## src/rtl/adder_share_ctrl.sv

```systemverilog
// Two-requester front end for one external 4-bit adder slice.
// Each granted WIDTH-bit add runs nibble-serially, LSB first, with the carry kept in a register.
module adder_share_ctrl #(
   parameter int WIDTH = 16
) (
   input  logic             clk,
   input  logic             rst_n,
   input  logic             i_req0_valid,
   output logic             o_req0_ready,
   input  logic [WIDTH-1:0] i_req0_a,
   input  logic [WIDTH-1:0] i_req0_b,
   input  logic             i_req0_cin,
   input  logic             i_req1_valid,
   output logic             o_req1_ready,
   input  logic [WIDTH-1:0] i_req1_a,
   input  logic [WIDTH-1:0] i_req1_b,
   input  logic             i_req1_cin,
   output logic             o_rsp_valid,
   input  logic             i_rsp_ready,
   output logic             o_rsp_id,
   output logic [WIDTH-1:0] o_rsp_sum,
   output logic             o_rsp_cout,
   output logic [3:0]       o_add_a,
   output logic [3:0]       o_add_b,
   output logic             o_add_cin,
   input  logic [3:0]       i_add_sum,
   input  logic             i_add_cout
);

   localparam int N  = WIDTH / 4;
   localparam int KW = (N > 1) ? $clog2(N) : 1;

   generate
      if ((WIDTH < 4) || ((WIDTH % 4) != 0)) begin : g_bad_width
         $error("adder_share_ctrl: WIDTH must be a multiple of 4 and at least 4");
      end
   endgenerate

   typedef enum logic [1:0] {S_IDLE, S_RUN, S_DONE} state_t;

   state_t              r_state;
   state_t              w_state_next;
   logic                r_ptr;
   logic                r_id;
   logic                r_carry;
   logic [KW-1:0]       r_k;
   logic [N-1:0][3:0]   r_a;
   logic [N-1:0][3:0]   r_b;
   logic [N-1:0][3:0]   r_sum;

   logic                w_any;
   logic                w_gnt_id;
   logic                w_accept;
   logic                w_last;

   // Readies are gated by rst_n so nothing is granted while reset is held.
   assign w_any    = rst_n & (i_req0_valid | i_req1_valid);
   assign w_gnt_id = (i_req0_valid & i_req1_valid) ? r_ptr : i_req1_valid;
   assign w_accept = (r_state == S_IDLE) & w_any;
   assign w_last   = (r_k == KW'(N - 1));

   always_ff @(posedge clk or negedge rst_n) begin
      if (!rst_n) begin
         r_state <= S_IDLE;
      end else begin
         r_state <= w_state_next;
      end
   end

   always_comb begin
      w_state_next = r_state;
      o_req0_ready = 1'b0;
      o_req1_ready = 1'b0;
      o_add_a      = 4'h0;
      o_add_b      = 4'h0;
      o_add_cin    = 1'b0;
      case (r_state)
         S_IDLE: begin
            o_req0_ready = w_accept & ~w_gnt_id;
            o_req1_ready = w_accept &  w_gnt_id;
            if (w_accept) begin
               w_state_next = S_RUN;
            end
         end
         S_RUN: begin
            o_add_a   = r_a[r_k];
            o_add_b   = r_b[r_k];
            o_add_cin = r_carry;
            if (w_last) begin
               w_state_next = S_DONE;
            end
         end
         S_DONE: begin
            if (i_rsp_ready) begin
               w_state_next = S_IDLE;
            end
         end
         default: w_state_next = S_IDLE;
      endcase
   end

   always_ff @(posedge clk or negedge rst_n) begin
      if (!rst_n) begin
         r_ptr   <= 1'b0;
         r_id    <= 1'b0;
         r_carry <= 1'b0;
         r_k     <= '0;
         r_a     <= '0;
         r_b     <= '0;
         r_sum   <= '0;
      end else begin
         case (r_state)
            S_IDLE: begin
               if (w_accept) begin
                  r_a     <= w_gnt_id ? i_req1_a   : i_req0_a;
                  r_b     <= w_gnt_id ? i_req1_b   : i_req0_b;
                  r_carry <= w_gnt_id ? i_req1_cin : i_req0_cin;
                  r_id    <= w_gnt_id;
                  r_ptr   <= ~w_gnt_id;
                  r_k     <= '0;
               end
            end
            S_RUN: begin
               r_sum[r_k] <= i_add_sum;
               r_carry    <= i_add_cout;
               if (!w_last) begin
                  r_k <= r_k + KW'(1);
               end
            end
            default: begin
            end
         endcase
      end
   end

   assign o_rsp_valid = (r_state == S_DONE);
   assign o_rsp_id    = r_id;
   assign o_rsp_sum   = r_sum;
   assign o_rsp_cout  = r_carry;

endmodule

```

## config.mk

```make
export PLATFORM = sky130hd
export DESIGN_NAME = adder_share_ctrl
export DESIGN_NICKNAME = d
export VERILOG_FILES = /design/src/rtl/adder_share_ctrl.sv
export SDC_FILE = /design/constraint.sdc
export NUM_CORES = 1
export LEC_CHECK = 0
export CELL_PAD_IN_SITES_DETAIL_PLACEMENT = 0
export CELL_PAD_IN_SITES_GLOBAL_PLACEMENT = 2
export CORE_AREA = 8 8 106 108
export CTS_CLUSTER_SIZE = 25
export DETAILED_ROUTE_END_ITERATION = 10
export DIE_AREA = 0 0 114 116
export MAX_ROUTING_LAYER = met4
export PLACE_DENSITY = 0.95
export SLEW_MARGIN = 20
export SYNTH_ARGS = -nofsm -noshare
export SYNTH_HDL_FRONTEND = slang
export SYNTH_SLANG_ARGS = --single-unit
```

## constraint.sdc

```tcl
create_clock -name clk -period 4.98 [get_ports clk]
set_input_delay 1.494 -clock clk [delete_from_list [all_inputs] [get_ports clk]]
set_output_delay 1.494 -clock clk [all_outputs]
set_load 0.03 [all_outputs]
```

==> results of run 1 <==
-- cells in the mapped netlist --
cell type / number / area [um2]
a21bo_1: 1 / 10.0
a21oi_1: 2 / 10.0
a221oi_1: 1 / 8.76
a2bb2oi_1: 5 / 43.8
a2bb2oi_2: 27 / 405
a32o_1: 1 / 10.0
and2_1: 9 / 56.3
and2b_1: 1 / 7.51
buf_2: 8 / 40.0
buf_6: 3 / 33.8
buf_8: 1 / 15.0
clkbuf_1: 9 / 33.8
dfrtp_1: 55 / 1380
ha_1: 4 / 50.1
inv_1: 6 / 22.5
inv_2: 1 / 3.75
mux2_1: 16 / 180
mux4_2: 8 / 180
nand2_1: 4 / 15.0
nand2b_1: 2 / 12.5
nand3_1: 2 / 10.0
nor2_1: 2 / 7.51
nor2b_1: 1 / 6.26
nor3b_4: 1 / 18.8
o21a_1: 2 / 15.0
o21ai_0: 3 / 15.0
o21ai_1: 3 / 15.0
o22ai_1: 1 / 6.26
o31ai_1: 1 / 7.51
o32ai_1: 33 / 289
-- registers in the layout, summed over array words and instances (netlist names) --
signal	cells
r_state	2
o_rsp_id	1
o_rsp_cout	1
r_a	16
r_ptr	1
r_b	16
o_rsp_sum	16
r_k	2
-- path summary, 6_finish.rpt --
check                        startpoint            to  slack [ns]  cells past startpoint
max                        i_req1_valid  o_req0_ready        0.85                      4
min                        o_rsp_sum[4]  o_rsp_sum[4]        0.50                      1
max reg2reg                  r_state[0]        r_k[0]        2.73                      4
min reg2reg                o_rsp_sum[4]  o_rsp_sum[4]        0.50                      1
max in group asynchronous         rst_n       r_b[14]        3.16                      2
min in group asynchronous         rst_n  o_rsp_sum[0]        1.35                      2
-- cell families after synthesis --
| family | Yosys count | share of synthesized area, % |
|---|---|---|
| fa+ha+maj | 4 | 1.72 |
| mux | 24 | 12.4 |
| flops | 55 | 47.4 |
| compound gates | 80 | 28.8 |
| buf+inv | 28 | 5.12 |
| simple gates | 22 | 4.61 |
-- placed cells by master, fill, tap and decap left out, types with 5 or more instances in the layout --
master and instances:
inv_1 6, a2bb2oi_1 5, mux2_1 16, mux4_2 8, and2_1 9, clkbuf_8 6
dfrtp_1 55, a2bb2oi_2 27, clkdlybuf4s50_1 102, buf_4 5, o32ai_1 33
-- layer usage --
layer	vias up	GRT usage, %
li1	1039	-
met1	1103	14.1
met2	77	22.0
met3	9	2.97
met4	0	2.13
met5	-	-
-- report_power, final --
part | switching [mW] | internal (mW) | total (mW)
clock network | 0.143 | 0.163 | 0.306
registers | 0.181 | 0.664 | 0.845
logic | 0.686 | 0.730 | 1.42
total | 1.01 | 1.56 | 2.57
-- final cells by class --
class	count	area, um2
tap	133	166
timing repair buffer	109	1080
fill	937	5400
clock buffer	6	82.6
sequential	55	1380
clock inverter	2	35.0
inverter	7	26.3
multi-input combinational	130	1380
-- metrics by stage --
| step | hold WS (ns) | total power [mW] | instance area (um2) | worst slack, ns |
|---|---|---|---|---|
| 2_1_floorplan | 0.490 | 1.78 | 2910 | 1.07 |
| 3_3_place_gp | 0.475 | 2.26 | 4040 | 0.866 |
| 3_5_place_dp | 0.486 | 2.30 | 4040 | 0.845 |
| 4_1_cts | 0.508 | 2.60 | 4150 | 0.849 |
| 5_1_grt | 0.519 | 2.72 | 4150 | 0.758 |
| 6_report | 0.502 | 2.57 | 4150 | 0.846 |
==> results.yml, run 1 <==
global_routing:
  grt_max_degree: 57
  grt_pass1_vias: 2494
  grt_use_total_pct: 12.4
  grt_pass1_wl_mm: 12.8
  grt_antenna_before_repair: 0
  grt_overflow: 0
floorplanning:
  die-width_um: 114
  io_pins: 106
  core_area_um2: 9550
  dieArea_um2: 13200
  rows: 36
  fp.dieH_um: 116
  initial_core_util_pct: 30.4
cells_and_area:
  layout.cells.non_filler: 442
  nNetsFinal: 388
  area_delta_synth_final_pct: 43.0
  drive_gt1_share_pct: 17.5
  postLayoutCoreUtil_pct: 43.5
  diodes: 0
sta:
  skew_ns: 0.00862
  fmax_mhz: 242
  finalCritPeriodShare_pct: 83.0
  max-slew-margin-rel_pct: 28.1
  post-route-min-period_ns: 4.13
  hold_violations: 0
  setup_viol_count_final: 0
  worst_pin_slew_ns: 1.08
  grt_setup_unrepaired: "no"
  finalSetupTns_ns: 0
  maxSlewViolCount: 0
power:
  total_leakage_power_nw: 1.54
  powerDensity_nw_per_um2: 618
  max-vdd-ir-drop_mv: 0.223
clock_tree:
  numCtsBuffers: 5
  cts_setup_buffers: 0
  cts_max_level: 2
  cts_tree: "done"
  cts_buffer_depth: 2
  clk_latency_ns: 0.30
  clock_sinks: 55
  postCtsHoldBufs: 0
  cts.reportedPaths.clkPinSlew_ns: 0.10
  cts_resized: 0
  cts-root-buf: "clkbuf_8"
run_status:
  status: "finished, final reports clean"
drt:
  highest_layer: "met4"
  drtPass1Iterations: 4
  dr.first_iter.drc_count: 53
  via_count: 2228
  wl_met1_mm: 3.41
  drt-total-wl_mm: 7.92
  via_per_inst: 5.04
  route.met2.wl_mm: 4.05
  drcViolationCount: 0
  ant_nets: 0
  wl_per_cell_um: 17.9
  wl_met3_um: 386
worst_setup_path:
  max_stage_delay_ns: 0.58
  cp_cell_sequence: "clkdlybuf4s50_1 > o21ai_1 > a21oi_1 > buf_12"
  cp_max_fo: 7
  worstPathRequired_ns: 3.49
  end_kind: "primary output"
  crit_type: "in2out"
  cp.arrival_ns: 2.64
  critPathSlowestCell: "clkdlybuf4s50_1"
  cp-start-kind: "primary input"
  critPathBufInv: 2
  cp_top_family: "buffers and inverters"
place:
  gp_congestion: 0.744
  port_buffers: 105
  dp_cells: 434
  detailed_place_hpwl_mm: 5.90
logic_synthesis:
  netlist_area_um2: 2910
  synth_cells: 213
  synth.avg_cell_area_um2: 13.6
  synth_warnings: 0
  synth_fp_nets: 293
  synth_cell_types: 30
  synth-seq-cells: 55
  yosysSeqAreaShare_pct: 47.4
min_path:
  hp-class: "reg2reg"
flow_run:
  maxCapViolCount: 0
Power figures use the tool's default switching activity.
==> run 2, diff against run 1 <==
--- a/config.mk
+++ b/config.mk
@@ -7,12 +7,12 @@
 export LEC_CHECK = 0
 export CELL_PAD_IN_SITES_DETAIL_PLACEMENT = 0
 export CELL_PAD_IN_SITES_GLOBAL_PLACEMENT = 2
-export CORE_AREA = 8 8 106 108
+export CORE_AREA = 8 8 110 112
 export CTS_CLUSTER_SIZE = 25
 export DETAILED_ROUTE_END_ITERATION = 10
-export DIE_AREA = 0 0 114 116
+export DIE_AREA = 0 0 118 120
 export MAX_ROUTING_LAYER = met4
-export PLACE_DENSITY = 0.95
+export PLACE_DENSITY = 0.91
 export SLEW_MARGIN = 20
 export SYNTH_ARGS = -nofsm -noshare
 export SYNTH_HDL_FRONTEND = slang
==> constraint.sdc (replaced) <==
create_clock -name clk -period 4.05 [get_ports clk]
set_input_delay 1.215 -clock clk [delete_from_list [all_inputs] [get_ports clk]]
set_output_delay 1.215 -clock clk [all_outputs]
set_load 0.03 [all_outputs]
==> run 2 against run 1 <==
Compared with the run above: flip-flop and latch count stayed put; critical endpoint unchanged; via count is 0.76% higher; clock skew is 0.0037 ns lower; critical path type unchanged; register-to-register slack worse by 0.62 ns.
==> results.yml, run 2 (same netlist as run 1, synthesis figures left out) <==
global_routing:
  grt_use_total_pct: 12.0
  grt_pass1_vias: 2510
  grt_max_degree: 57
  grt_antenna_before_repair: 0
  grt_pass1_wl_mm: 13.4
  grt_overflow: 0
run_status:
  status: "finished, final reports clean"
sta:
  setup_viol_count_final: 0
  finalCritPeriodShare_pct: 88.9
  hold_violations: 0
  fmax_mhz: 278
  setup_slack_ns: 0.448
  grt_setup_unrepaired: "no"
  post-route-min-period_ns: 3.60
  worst_pin_slew_ns: 0.705
  skew_ns: 0.00490
  maxSlewViolCount: 0
  finalSetupTns_ns: 0
  max-slew-margin-rel_pct: 53.0
cells_and_area:
  final_cell_area_um2: 4170
  layout_commonest_cell: "clkdlybuf4s50_1"
  layout.cells.non_filler: 451
  nNetsFinal: 391
  multi_input_area_um2: 1380
  area_delta_synth_final_pct: 43.5
  final_cell_mix: "102 x clkdlybuf4s50_1, 55 x dfrtp_1, 33 x o32ai_1, 27 x a2bb2oi_2, 16 x mux2_1"
  diodes: 0
  fillers: 1019
  postLayoutCoreUtil_pct: 39.7
  area.sequential_um2: 1380
  drive_gt1_share_pct: 18.0
power:
  power.switching_mw: 1.24
  p_sw_share_pct: 40.0
  combPwrFrac_pct: 57.0
  total_leakage_power_nw: 1.54
  powerDensity_nw_per_um2: 744
  seq_power_share_pct: 33.1
  intPower_mw: 1.86
  max-vdd-ir-drop_mv: 0.372
  clockPowerShare_pct: 9.8
drt:
  wl_per_cell_um: 17.8
  drtPass1Iterations: 4
  ant_nets: 0
  via_per_inst: 4.98
  drt-total-wl_mm: 8.01
  via_count: 2245
  dr.first_iter.drc_count: 98
  drcViolationCount: 0
clock_tree:
  cts.reportedPaths.clkPinSlew_ns: 0.09
  clk_latency_ns: 0.30
  cts_resized: 0
  postCtsHoldBufs: 0
  numCtsBuffers: 5
  cts-root-buf: "clkbuf_8"
  clock_sinks: 55
  cts_setup_buffers: 0
  cts_buffer_depth: 2
  cts_max_level: 2
  cts_tree: "done"
worst_setup_path:
  cp-start-kind: "primary input"
  cp_cell_sequence: "clkdlybuf4s50_1 > o21ai_1 > a21oi_1 > buf_12"
  critPathSlowestCell: "clkdlybuf4s50_1"
  crit_type: "in2out"
  max_stage_delay_ns: 0.60
  reg2reg_from: "r_state[0]"
  worstPathRequired_ns: 2.83
  worstSetupStartpoint: "i_req1_valid"
  end_kind: "primary output"
  cp.arrival_ns: 2.39
  cp_max_fo: 7
place:
  gp_congestion: 0.747
  dp_cells: 444
  port_buffers: 105
  post-place-ws_ns: 0.468
  detailed_place_hpwl_mm: 6.05
  postPlaceCellArea_um2: 4080
floorplanning:
  dieArea_um2: 14200
  die-width_um: 118
  io_pins: 106
  initial_core_util_pct: 27.6
  core_area_um2: 10500
  rows: 38
  fp.dieH_um: 120
flow_run:
  maxCapViolCount: 0
min_path:
  hp-class: "reg2reg"
  hp-start: "o_rsp_sum[8]"
[run 2: cell count changes in the layout (fill, tap and decap cells not counted), sizes merged]
cell / delta
buf: +3
bufinv: -1
[run 2: metrics by stage]
| stage | hold WS, ns | total power, mW |
|---|---|---|
| 2_1_floorplan | 0.490 | 2.19 |
| 3_3_place_gp | 0.476 | 2.81 |
| 3_5_place_dp | 0.484 | 2.84 |
| 4_1_cts | 0.504 | 3.15 |
| 5_1_grt | 0.523 | 3.31 |
| 6_report | 0.501 | 3.10 |
[run 2: path summary, 6_finish.rpt]
| kind | end | slack (ns) | cells after the start |
|---|---|---|---|
| worst max-delay path | o_req0_ready | 0.45 | 4 |
| worst min-delay path | o_rsp_sum[8] | 0.50 | 1 |
| worst max register to register | r_b[5] | 2.11 | 5 |
| worst min register to register | o_rsp_sum[8] | 0.50 | 1 |
| max in group asynchronous | r_state[1] | 2.50 | 2 |
| min in group asynchronous | o_rsp_sum[2] | 1.08 | 2 |
[run 2: critical path: cells and delay by family]
| family | cells | cell delay [ns] |
|---|---|---|
| compound gates | 2 | 0.41 |
| buf+inv | 2 | 0.76 |
[run 2: power by group through the flow]
stage / registers, mW / clock network (mW) / logic (mW)
after CTS: 1.03 / 0.318 / 1.80
after global placement: 1.03 / 0 / 1.78
after global routing: 1.07 / 0.340 / 1.90
after floorplan: 1.15 / 0 / 1.04
after detailed placement: 1.04 / 0 / 1.79
final: 1.03 / 0.305 / 1.77
[run 2: layout make-up]
type	instances	share of cell area (%)
multi-input cells	130	33.2
well taps	140	4.20
clock buffers	6	1.98
repair buffers	112	26.8
clock inverters	1	0.120
flip-flops and latches	55	33.0
inverters	7	0.630
[run 2: routing by layer]
metal / up-vias / part of all wire (%) / GRT usage [%] / wire [um]
met5: - / 0 / - / 0
met1: 1119 / 47 / 15.0 / 3780
li1: 1042 / - / - / -
met4: 0 / 0.45 / 1.92 / 36
met3: 4 / 4.7 / 2.82 / 380
met2: 80 / 48 / 19.8 / 3820
